`src/rtl/gray_conv_arbiter.sv`:
```
// Round-robin arbiter in front of a shared Gray-to-binary converter.
// One word is captured per grant, converted, and held until the consumer accepts it.
module gray_conv_arbiter #(
   parameter int NREQ = 4,
   parameter int W    = 4
) (
   input  logic              clk,
   input  logic              rst_n,
   input  logic [NREQ-1:0]   req,
   input  logic [NREQ*W-1:0] gray_in,
   output logic [NREQ-1:0]   gnt,
   output logic              out_valid,
   input  logic              out_ready,
   output logic [W-1:0]      out_bin,
   output logic [1:0]        out_id,
   output logic              busy,
   output logic [7:0]        conv_cnt
);

   localparam int IDW = 2;

   typedef enum logic [1:0] {
      IDLE = 2'd0,
      CONV = 2'd1,
      OUT  = 2'd2
   } state_t;

   function automatic logic [W-1:0] gray2bin(input logic [W-1:0] g);
      logic [W-1:0] b;
      b      = {W{1'b0}};
      b[W-1] = g[W-1];
      for (int i = W - 2; i >= 0; i--) begin
         b[i] = b[i+1] ^ g[i];
      end
      return b;
   endfunction

   state_t            state_r;
   state_t            state_nx_s;
   logic              capture_s;
   logic              done_s;

   logic [IDW-1:0]    last_r;
   logic              win_found_s;
   logic [IDW-1:0]    win_idx_s;
   logic [IDW-1:0]    cand_s;
   logic [W-1:0]      win_word_s;
   logic [NREQ-1:0]   win_onehot_s;

   logic [NREQ-1:0]   gnt_r;
   logic              out_valid_r;
   logic              busy_r;
   logic [W-1:0]      word_r;
   logic [IDW-1:0]    id_r;
   logic [W-1:0]      out_bin_r;
   logic [7:0]        cnt_r;

   // Round-robin search starting one past the last granted requester.
   always_comb begin
      win_found_s = 1'b0;
      win_idx_s   = {IDW{1'b0}};
      cand_s      = {IDW{1'b0}};
      for (int i = 0; i < NREQ; i++) begin
         // IDW-bit addition wraps 3 -> 0 on its own.
         cand_s = last_r + IDW'(i + 1);
         if (!win_found_s && req[cand_s]) begin
            win_found_s = 1'b1;
            win_idx_s   = cand_s;
         end else begin
            win_found_s = win_found_s;
         end
      end
   end

   // Winner's word and one-hot grant vector.
   always_comb begin
      win_word_s   = {W{1'b0}};
      win_onehot_s = {NREQ{1'b0}};
      for (int i = 0; i < NREQ; i++) begin
         if (win_idx_s == IDW'(i)) begin
            win_word_s      = gray_in[i*W +: W];
            win_onehot_s[i] = win_found_s;
         end else begin
            win_onehot_s[i] = 1'b0;
         end
      end
   end

   // Next-state and control strobes.
   always_comb begin
      state_nx_s = state_r;
      capture_s  = 1'b0;
      done_s     = 1'b0;
      case (state_r)
         IDLE: begin
            if (win_found_s) begin
               state_nx_s = CONV;
               capture_s  = 1'b1;
            end else begin
               state_nx_s = IDLE;
            end
         end
         CONV: begin
            state_nx_s = OUT;
         end
         OUT: begin
            if (out_ready) begin
               state_nx_s = IDLE;
               done_s     = 1'b1;
            end else begin
               state_nx_s = OUT;
            end
         end
         default: begin
            state_nx_s = IDLE;
         end
      endcase
   end

   // State register.
   always_ff @(posedge clk or negedge rst_n) begin
      if (!rst_n) begin
         state_r <= IDLE;
      end else begin
         state_r <= state_nx_s;
      end
   end

   // Status outputs are registered from the next state so they track state_r exactly.
   always_ff @(posedge clk or negedge rst_n) begin
      if (!rst_n) begin
         gnt_r       <= {NREQ{1'b0}};
         out_valid_r <= 1'b0;
         busy_r      <= 1'b0;
      end else begin
         gnt_r       <= capture_s ? win_onehot_s : {NREQ{1'b0}};
         out_valid_r <= (state_nx_s == OUT);
         busy_r      <= (state_nx_s != IDLE);
      end
   end

   // Capture of the winning word, its owner and the round-robin pointer.
   always_ff @(posedge clk or negedge rst_n) begin
      if (!rst_n) begin
         word_r <= {W{1'b0}};
         id_r   <= {IDW{1'b0}};
         last_r <= IDW'(NREQ - 1);
      end else if (capture_s) begin
         word_r <= win_word_s;
         id_r   <= win_idx_s;
         last_r <= win_idx_s;
      end else begin
         word_r <= word_r;
         id_r   <= id_r;
         last_r <= last_r;
      end
   end

   // Conversion result, held until the next conversion.
   always_ff @(posedge clk or negedge rst_n) begin
      if (!rst_n) begin
         out_bin_r <= {W{1'b0}};
      end else if (state_r == CONV) begin
         out_bin_r <= gray2bin(word_r);
      end else begin
         out_bin_r <= out_bin_r;
      end
   end

   // Saturating handshake counter.
   always_ff @(posedge clk or negedge rst_n) begin
      if (!rst_n) begin
         cnt_r <= 8'd0;
      end else if (done_s && (cnt_r != 8'hFF)) begin
         cnt_r <= cnt_r + 8'd1;
      end else begin
         cnt_r <= cnt_r;
      end
   end

   assign gnt       = gnt_r;
   assign out_valid = out_valid_r;
   assign out_bin   = out_bin_r;
   assign out_id    = id_r;
   assign busy      = busy_r;
   assign conv_cnt  = cnt_r;

endmodule

```
`config.mk`:
```
export PLATFORM = sky130hd
export DESIGN_NAME = gray_conv_arbiter
export DESIGN_NICKNAME = d
export VERILOG_FILES = /design/src/rtl/gray_conv_arbiter.sv
export SDC_FILE = /design/constraint.sdc
export NUM_CORES = 1
export LEC_CHECK = 0
export BUFFER_PORTS_ARGS = -buffer_cell sky130_fd_sc_hd__buf_2
export CORE_ASPECT_RATIO = 1.2
export CORE_MARGIN = 2
export CORE_UTILIZATION = 44
export CTS_CLUSTER_DIAMETER = 80
export DETAILED_ROUTE_END_ITERATION = 16
export PLACE_DENSITY = 0.77
export SYNTH_ARGS = -nofsm -noshare
export SYNTH_HDL_FRONTEND = slang
export SYNTH_SLANG_ARGS = --single-unit
```
`constraint.sdc`:
```
create_clock -name clk -period 1.7 [get_ports clk]
set_input_delay 0.425 -clock clk [delete_from_list [all_inputs] [get_ports clk]]
set_output_delay 0.425 -clock clk [all_outputs]
set_load 0.01 [all_outputs]
```
==> results.yml, run 1 <==
sta:
  timing_worst_slew_pin_value_ns: 0.5819
  timing.clock.skew_ns: 0.009109
  grt_setup_unrepaired: "true"
  hold_violations: 0
  period_minus_slack_ns: 1.660
  report.final.setup_viol: 0
  max_clock_freq_ghz: 0.6023
  final_max_slew_viol_count: 0
  min_period_over_period: 0.9766
  setup_tns_ns: 0
  max-slew-margin-rel: 0.6121
die:
  floorplan.die_area_sq_um: 3441
  fp.dieH_um: 63.86
  io_pins: 43
  initial_core_util: 0.4673
  chipWidth_um: 53.88
  coreArea_sq_um: 2811
  num_rows: 21
critical_path:
  cp_cell_sequence: "mux2i_1, o22a_1, o21ai_2, a2111oi_4, buf_4, a211oi_1"
  crit_required_ns: 1.92
  worstPathArrival_ns: 1.88
  cp_top_family: "flip-flops"
  cp_slowest_cell: "dfstp_2"
  critical_path.n_buffers_inverters: 1
  slowest_delay_ns: 0.61
  worst_setup_startpoint: "last_r[1]"
  endpoint_kind: "register"
  criticalPathCategory: "reg -> reg"
  cp_max_fo: 7
  setup.worst_path.start_class: "register"
  regToRegStartpoint: "last_r[1]"
placed_design:
  post-dp-hpwl_um: 1937
  postPlaceCellArea_sq_um: 1604
  io_buffer_count: 42
  gp_congestion: 0.7841
logic_synthesis:
  synth.ff_latch_count: 28
  synthArstFlopShare: 1.000
  synth_flop_cell: "dfrtp_1"
  synth_top_cells_by_count: "26 x dfrtp_1, 13 x nor2_1, 9 x mux2i_1, 7 x nand2_1, 7 x o21ai_0"
  synth.largest_area_cell: "dfrtp_1"
  synth_edf_count: 0
  synthCells: 117
  post-synth-top-count-cell: "dfrtp_1"
  synthesis.area_sq_um: 1314
  synthDominantCellAreaShare: 0.4952
  number_of_distinct_library_cells_after_synthesis: 31
  post_synth.cell_area_avg_sq_um: 11.23
  ys.warnings.count: 0
  synth-seq-area-share: 0.5352
  postSynthNetCount: 141
  post_synth_main_area_contributors: "dfrtp_1 50%, mux2i_1 6.9%, dfstp_2 4.0%"
drt:
  route.detailed.drc: 0
  drt_iter0_drc: 34
  avgViaCountPerCell: 5.085
  route.detailed.wl_per_inst_um: 12.03
  drt.antenna.violating_nets: 0
  detailroute.via_count: 1022
  route.final.wire_length_um: 2418
  firstDrtPassIters: 4
grt:
  initial_antenna_violation_count: 0
  grt_start_max_net_pins: 29
  grt_remaining_overflow: 0
  vias_in_the_first_global_route: 1021
  grt_usage: 0.1632
  grt_pass1_wl_um: 4188
status:
  run_status: "finished clean"
run:
  max-cap-violations: 0
clocking:
  clock-sinks: 28
  cts_inserted_buffers: 3
  worst_skew_pair.late_latency_ns: 0.32
  clock_tree.root_cell: "clkbuf_4"
  clock_tree_from_tritoncts: "yes"
  clockBufferDepth: 2
  cts.reportedPaths.clkPinSlew_ns: 0.14
  number_of_h_tree_branching_levels: 1
power:
  vdd_ir_drop_max_mv: 0.8747
  leakagePower_uw: 0.0008217
  report.power.total_uw: 2736
  power_per_cell_area_nw_per_um2: 1648
layout:
  area_delta_synth_final_pct: 26.38
  antenna_cells: 0
  post_route_cells_drive_above_1_share: 0.3892
  post-route-util: 0.5906
  stdcell_area_sq_um: 1660
  nNetsFinal: 192
worst_hold_path:
  hold_path_class: "in -> async"
==> metrics by stage <==
stage	hold WS, ns	instances	worst slack, ns
after floorplan	0.1294	117	0.005674
after global placement	0.4623	196	-0.02193
after detailed placement	0.4682	196	-0.1087
after CTS	0.09940	200	0.01685
after global routing	0.1207	201	-0.05087
final	0.08017	201	0.03983
==> metal layers <==
layer / wire length (um) / up-vias / global-route usage / share of wire
met5: 0 / - / 0 / 0
met4: 32 / 0 / 0.05769 / 0.013
met3: 146 / 4 / 0.03037 / 0.060
met2: 1234 / 33 / 0.2851 / 0.51
met1: 1005 / 475 / 0.1917 / 0.42
li1: - / 510 / - / -
==> final timing paths <==
kind / to / depth (start not counted) / slack (ns)
min reg2reg: out_bin[0] / 2 / 0.50
max: word_r[0] / 6 / 0.04
max reg2reg: word_r[0] / 6 / 0.04
max in group asynchronous: last_r[1] / 1 / 1.23
min: out_valid / 1 / 0.08
min in group clk: out_valid / 2 / 0.30
==> kinds of logic after synthesis <==
logic type | Yosys count | synth area share
AND/OR/NAND/NOR | 43 | 0.1676
buffers and inverters | 5 | 0.02095
XOR/XNOR | 10 | 0.06666
flip-flops | 28 | 0.5352
adder cells (fa/ha/maj) | 1 | 0.009522
multiplexers | 11 | 0.08572
AO/OA/AOI/OAI | 19 | 0.1143
==> registers in the layout, indices dropped and copies added, names as in the netlist <==
name       count
busy           1
conv_cnt       8
gnt            4
last_r         2
out_bin        4
out_id         2
out_valid      1
state_r        2
word_r         4
==> worst register-to-register path, stage by stage (launching register included) <==
cell and delay [ns]:
dfstp_2 0.61, mux2i_1 0.21, o22a_1 0.17, o21ai_2 0.08, a2111oi_4 0.21, buf_4 0.21, a211oi_1 0.07
==> placed cells by master (no fill, tap or decap), types with 2 or more instances in the layout <==
cell / n
buf_2: 42
dfrtp_1: 26
nor2_1: 12
mux2i_1: 9
o21ai_0: 7
nand2_1: 7
xnor2_1: 6
nand2b_1: 5
and3_1: 5
buf_4: 5
xor2_1: 4
nand3_1: 3
nand4_1: 3
a211oi_2: 3
clkbuf_4: 3
a211oi_1: 2
nand3b_1: 2
nor2b_1: 2
mux2_2: 2
inv_1: 2
dfstp_2: 2
==> repair_timing <==
| item | 4_1_cts | 5_1_grt |
|---|---|---|
| buffers inserted | 0 | 1 |
| hold buffers | 0 | 0 |
| pin swaps | 1 | 4 |
| setup endpoints to repair | 6 | 6 |
| resized for setup | 1 | 4 |
==> power breakdown <==
group / total [uW] / internal (uW) / switching (uW)
clock: 276 / 91.9 / 184
sequential: 1170 / 952 / 217
combinational: 1290 / 649 / 642
==> cell type report <==
| class | count | area [sq um] |
|---|---|---|
| fillers | 233 | 1151 |
| flip-flops and latches | 28 | 703.2 |
| multi-input cells | 84 | 601.8 |
| repair buffers | 49 | 279.0 |
| well taps | 34 | 42.54 |
| clock buffers | 4 | 26.28 |
| inverters | 2 | 7.507 |
Note: power is estimated with default switching activity, not from simulation.
==> inputs of run 2 (changes only) <==
Settings changed: ABC_AREA set to 1, CORE_UTILIZATION 44 to 46, PLACE_DENSITY 0.77 to 0.78.
==> results.yml, run 2 <==
power:
  vdd_ir_drop_max_mv: 1.862
  leakagePower_uw: 0.001122
  power_per_cell_area_nw_per_um2: 2285
critical_path:
  critical_path.n_buffers_inverters: 3
  timing.critical_path.depth: 13
  criticalPathCategory: "reg -> reg"
  setup.worst_path.start_class: "register"
  worst_r2r_endpoint: "word_r[1]"
  setup.reg_to_reg.worst_slack_ns: -0.22
  worstPathArrival_ns: 2.16
  regToRegStartpoint: "last_r[0]"
  cp_cell_sequence: "buf_4, nand2_1, nand2_2, nand2_4, buf_4, nand4_1, nand3_2, nand2_4, inv_4, o21ai_1, nand3_1, nand2_1, nand2_1"
  endpoint_kind: "register"
  crit_required_ns: 1.94
  cp_slowest_cell: "dfstp_2"
  worst_path_most_repeated_cell: "nand2_1"
  cp_top_family: "simple AND/OR/NAND/NOR gates"
  cp_max_fo: 7
  slowest_delay_ns: 0.60
  worst_reg_to_reg_cells: 13
die:
  coreArea_sq_um: 3083
  floorplan.die_area_sq_um: 3736
  fp.dieH_um: 66.56
  io_pins: 43
  initial_core_util: 0.4866
  chipWidth_um: 56.13
  num_rows: 22
placed_design:
  io_buffer_count: 42
  pre_cts_ws_ns: -0.1900
  post-dp-hpwl_um: 2470
  gp_congestion: 0.8241
  postPlaceCellArea_sq_um: 1826
  place_inst: 268
clocking:
  worst_skew_pair.late_latency_ns: 0.33
  number_of_h_tree_branching_levels: 1
  cts_inserted_buffers: 3
  clock_tree.root_cell: "clkbuf_4"
  cts.reportedPaths.clkPinSlew_ns: 0.15
  ctsHoldBuffers: 0
  clockBufferDepth: 2
  clock-sinks: 28
  clock_tree_from_tritoncts: "yes"
layout:
  filler_cell_count: 272
  stdcell_area_sq_um: 2041
  nNetsFinal: 275
  antenna_cells: 0
  layout_commonest_cell: "buf_2"
  post_layout_nonfiller_instances: 286
  area_delta_synth_final_pct: 36.03
  layout.area.seq_sq_um: 703.2
  post-route-util: 0.6619
  post_route_cells_drive_above_1_share: 0.4640
  largest_reg_flops: 8
  most-common-layout-cells: "42 x buf_2, 40 x nand2_1, 26 x dfrtp_1"
  multi_input_area_sq_um: 787.0
drt:
  firstDrtPassIters: 4
  route.detailed.wl_per_inst_um: 12.42
  drt_iter0_drc: 52
  route.final.wire_length_um: 3552
  drt.antenna.violating_nets: 0
  route.detailed.drc: 0
  avgViaCountPerCell: 5.087
  detailroute.via_count: 1455
sta:
  report.final.setup_viol: 13
  hold_violations: 0
  max-slew-margin-rel: 0.6042
  timing.clock.skew_ns: 0.01130
  setup_tns_ns: -1.670
  setup_ws_ns: -0.2222
  grt_setup_unrepaired: "true"
  period_minus_slack_ns: 1.922
  max_clock_freq_ghz: 0.5202
  final_max_slew_viol_count: 0
  timing_worst_slew_pin_value_ns: 0.5938
  min_period_over_period: 1.131
run:
  max-cap-violations: 0
grt:
  grt_usage: 0.1896
  vias_in_the_first_global_route: 1310
  grt_pass1_wl_um: 5589
  grt_start_max_net_pins: 29
  initial_antenna_violation_count: 0
  grt_remaining_overflow: 0
logic_synthesis:
  post-synth-top-count-cell: "nand2_1"
  ys.warnings.count: 0
  synth_top_cells_by_count: "49 x nand2_1, 26 x dfrtp_1, 20 x nand3_1, 15 x inv_1, 10 x nand2_2"
  synth_edf_count: 0
  synth.ff_latch_count: 28
  post_synth_main_area_contributors: "dfrtp_1 43%, nand2_1 12%, nand3_1 6.7%"
  synthCells: 180
  synthArstFlopShare: 1.000
  synth_flop_cell: "dfrtp_1"
  synth-seq-area-share: 0.4687
  synthDominantCellAreaShare: 0.4337
  postSynthNetCount: 204
  synthesis.area_sq_um: 1500
  number_of_distinct_library_cells_after_synthesis: 28
  synth.largest_area_cell: "dfrtp_1"
  post_synth.cell_area_avg_sq_um: 8.334
worst_hold_path:
  hold_path_class: "in -> async"
status:
  run_status: "finished, violations left"
  failed_checks: "negative setup slack"
## run 2: worst max path at each step
stage / start / end
5_1_grt: last_r[1] / word_r[1]
3_5_place_dp: last_r[0] / word_r[1]
2_1_floorplan: last_r[0] / word_r[0]
4_1_cts: last_r[0] / word_r[1]
6_report: last_r[0] / word_r[1]
3_3_place_gp: last_r[0] / word_r[0]
## run 2: timing repair
action,CTS,global route
buffers inserted,2,11
resized for setup,13,15
cloned,0,1
pin swaps,3,8
setup endpoints to repair,13,17
## run 2: final cells by class
class / count / share of cell area
multi-input cells: 132 / 0.3857
repair buffers: 67 / 0.1950
flip-flops and latches: 28 / 0.3446
inverters: 19 / 0.03985
clock buffers: 4 / 0.01288
well taps: 36 / 0.02207
## run 2: logic make-up (layout without fill, tap and decap cells)
logic type / after synthesis / count (layout) / share of synthesized area
AOI/OAI and AO/OA: 18 / 18 / 0.06505
xor gates and xnor gates: 9 / 9 / 0.05255
adders and majority gates: 1 / 1 / 0.008339
buffers and inverters: 21 / 90 / 0.06255
DFF: 28 / 28 / 0.4687
muxes: 2 / 2 / 0.01501
and+or+nand+nor: 101 / 102 / 0.3278
## run 2: per-stage QoR
| stage | hold WS, ns | power (uW) |
|---|---|---|
| 5_1_grt | 0.1117 | 5087 |
| 2_1_floorplan | 0.1294 | 3067 |
| 6_report | 0.07882 | 4663 |
| 3_3_place_gp | 0.4633 | 3694 |
| 4_1_cts | 0.1010 | 4220 |
| 3_5_place_dp | 0.4686 | 3767 |
## run 2: routing by layer
metal / up-vias / share of wire / track usage
met2: 51 / 0.51 / 0.3382
met4: 0 / 0.027 / 0.09524
met5: - / 0 / 0
li1: 723 / - / -
met3: 10 / 0.048 / 0.02524
met1: 671 / 0.41 / 0.2232
## run 2: power breakdown
group | internal, uW | total, uW | switching (uW)
logic | 1350 | 3240 | 1890
clock network | 91.9 | 277 | 185
registers | 970 | 1150 | 177
total | 2410 | 4660 | 2250
==> inputs of run 3 (changes only) <==
Settings changed: BUFFER_PORTS_ARGS -buffer_cell sky130_fd_sc_hd__buf_2 to unset, CORE_UTILIZATION 46 to 55, DONT_BUFFER_PORTS set to 1, PLACE_DENSITY 0.78 to 0.76.
==> results.yml, run 3 (same netlist as run 2, synthesis figures left out) <==
status:
  run_status: "finished, violations left"
  failed_checks: "negative setup slack"
clocking:
  number_of_h_tree_branching_levels: 1
  cts.reportedPaths.clkPinSlew_ns: 0.14
  clock_tree.root_cell: "clkbuf_4"
  clock-sinks: 28
  clockBufferDepth: 2
  clock_tree_from_tritoncts: "yes"
  cts_inserted_buffers: 3
  worst_skew_pair.late_latency_ns: 0.32
critical_path:
  crit_required_ns: 1.94
  worstPathArrival_ns: 2.19
  criticalPathCategory: "reg -> reg"
  regToRegStartpoint: "last_r[0]"
  setup.worst_path.start_class: "register"
  endpoint_kind: "register"
  worst_r2r_endpoint: "word_r[1]"
  cp_max_fo: 7
  worst_reg_to_reg_cells: 13
  setup.reg_to_reg.worst_slack_ns: -0.25
worst_hold_path:
  hold_path_class: "in -> reg"
  whs_path_depth: 1
  timing.hold.worst_endpoint: "out_valid"
  timing.hold.worst.start: "out_ready"
power:
  power_per_cell_area_nw_per_um2: 2532
  leakagePower_uw: 0.0009330
  report.power.total_uw: 4641
  vdd_ir_drop_max_mv: 1.877
drt:
  drt_iter0_drc: 56
  drt.antenna.violating_nets: 0
  route.detailed.drc: 0
  firstDrtPassIters: 4
  route.final.wire_length_um: 3358
  route.detailed.wl_per_inst_um: 14.11
  detailroute.via_count: 1291
  avgViaCountPerCell: 5.424
layout:
  antenna_cells: 0
  post_route_cells_drive_above_1_share: 0.3512
  post_layout_nonfiller_instances: 238
  nNetsFinal: 230
  area_delta_synth_final_pct: 22.19
  most-common-layout-cells: "38 x nand2_1, 26 x dfrtp_1, 21 x nand2_2"
  post-route-util: 0.7181
  layout_commonest_cell: "nand2_1"
  stdcell_area_sq_um: 1833
  largest_reg_flops: 8
die:
  initial_core_util: 0.5877
  floorplan.die_area_sq_um: 3163
  io_pins: 43
  fp.dieH_um: 61.21
  chipWidth_um: 51.68
  num_rows: 20
  coreArea_sq_um: 2552
run:
  max-cap-violations: 0
placed_design:
  post-dp-hpwl_um: 2309
  place_inst: 224
  postPlaceCellArea_sq_um: 1619
  gp_congestion: 0.8030
  io_buffer_count: 0
sta:
  fin_worst_hold_slack_ns: 0.1878
  final_max_slew_viol_count: 0
  grt_setup_unrepaired: "true"
  min_period_over_period: 1.148
  timing_worst_slew_pin_value_ns: 0.2473
  max-slew-margin-rel: 0.8347
  hold_violations: 0
  setup_ws_ns: -0.2521
  period_minus_slack_ns: 1.952
  timing.clock.skew_ns: 0.004090
  report.final.setup_viol: 13
  max_clock_freq_ghz: 0.5123
grt:
  grt_usage: 0.2094
  grt_remaining_overflow: 0
  vias_in_the_first_global_route: 1193
  grt_start_max_net_pins: 29
  grt_pass1_wl_um: 5009
  initial_antenna_violation_count: 0
## run 3: area by class of cell
| class | instances | area [sq um] |
|---|---|---|
| well taps | 33 | 41.29 |
| fillers | 199 | 719.4 |
| multi-input cells | 133 | 807.0 |
| inverters | 19 | 83.83 |
| flip-flops and latches | 28 | 703.2 |
| repair inverters | 1 | 6.256 |
| repair buffers | 20 | 165.2 |
| clock buffers | 4 | 26.28 |
## run 3: metal layers
metal / wire [um] / GRT usage / vias up
met5: 0 / 0 / -
met4: 79 / 0.09023 / 0
met3: 187 / 0.04126 / 10
met2: 1792 / 0.3700 / 48
met1: 1299 / 0.2500 / 604
li1: - / - / 629
## run 3: power by group
group          internal [uW]  switching [uW]  leakage (uW)
clock                   92.0             189     0.0000150
combinational           1260            1840      0.000578
sequential               972             287      0.000340
## run 3: what timing repair did
action                                 CTS  global route
pin swaps                                2             2
setup buffers                            1             4
hold buffers                             2             0
cloned                                   0             3
setup endpoints to repair               14            16
endpoints found under the hold margin   28             0
resized for setup                       13            18
## run 3: worst max-delay path, stage by stage (launching register included)
cell and delay, ns:
dfstp_2 0.64, inv_4 0.08, nand2_2 0.06, nand2_2 0.08
nand2_4 0.09, nand2_4 0.06, nor2_4 0.11, nand4_1 0.21
nand2_4 0.16, inv_4 0.06, o21ai_1 0.10, nand3_1 0.10
nand2_1 0.07, nand2_1 0.04
## run 3: worst max-delay path by stage
stage                         start        end  slack [ns]  depth (start not counted)
after floorplan           last_r[0]  word_r[0]       -0.04                         14
after CTS                 last_r[0]  word_r[2]       -0.16                         13
after global routing      last_r[0]  word_r[1]       -0.43                         13
after global placement    last_r[0]  word_r[3]       -0.14                         13
final                     last_r[0]  word_r[1]       -0.25                         13
after detailed placement  last_r[0]  word_r[2]       -0.20                         13
## run 3: metrics by stage
step | setup TNS [ns] | setup WS (ns)
after CTS | -1.470 | -0.1637
after floorplan | -0.1249 | -0.03677
after global placement | -0.8519 | -0.1415
after global routing | -3.918 | -0.4311
after detailed placement | -1.802 | -0.1992
final | -2.050 | -0.2521
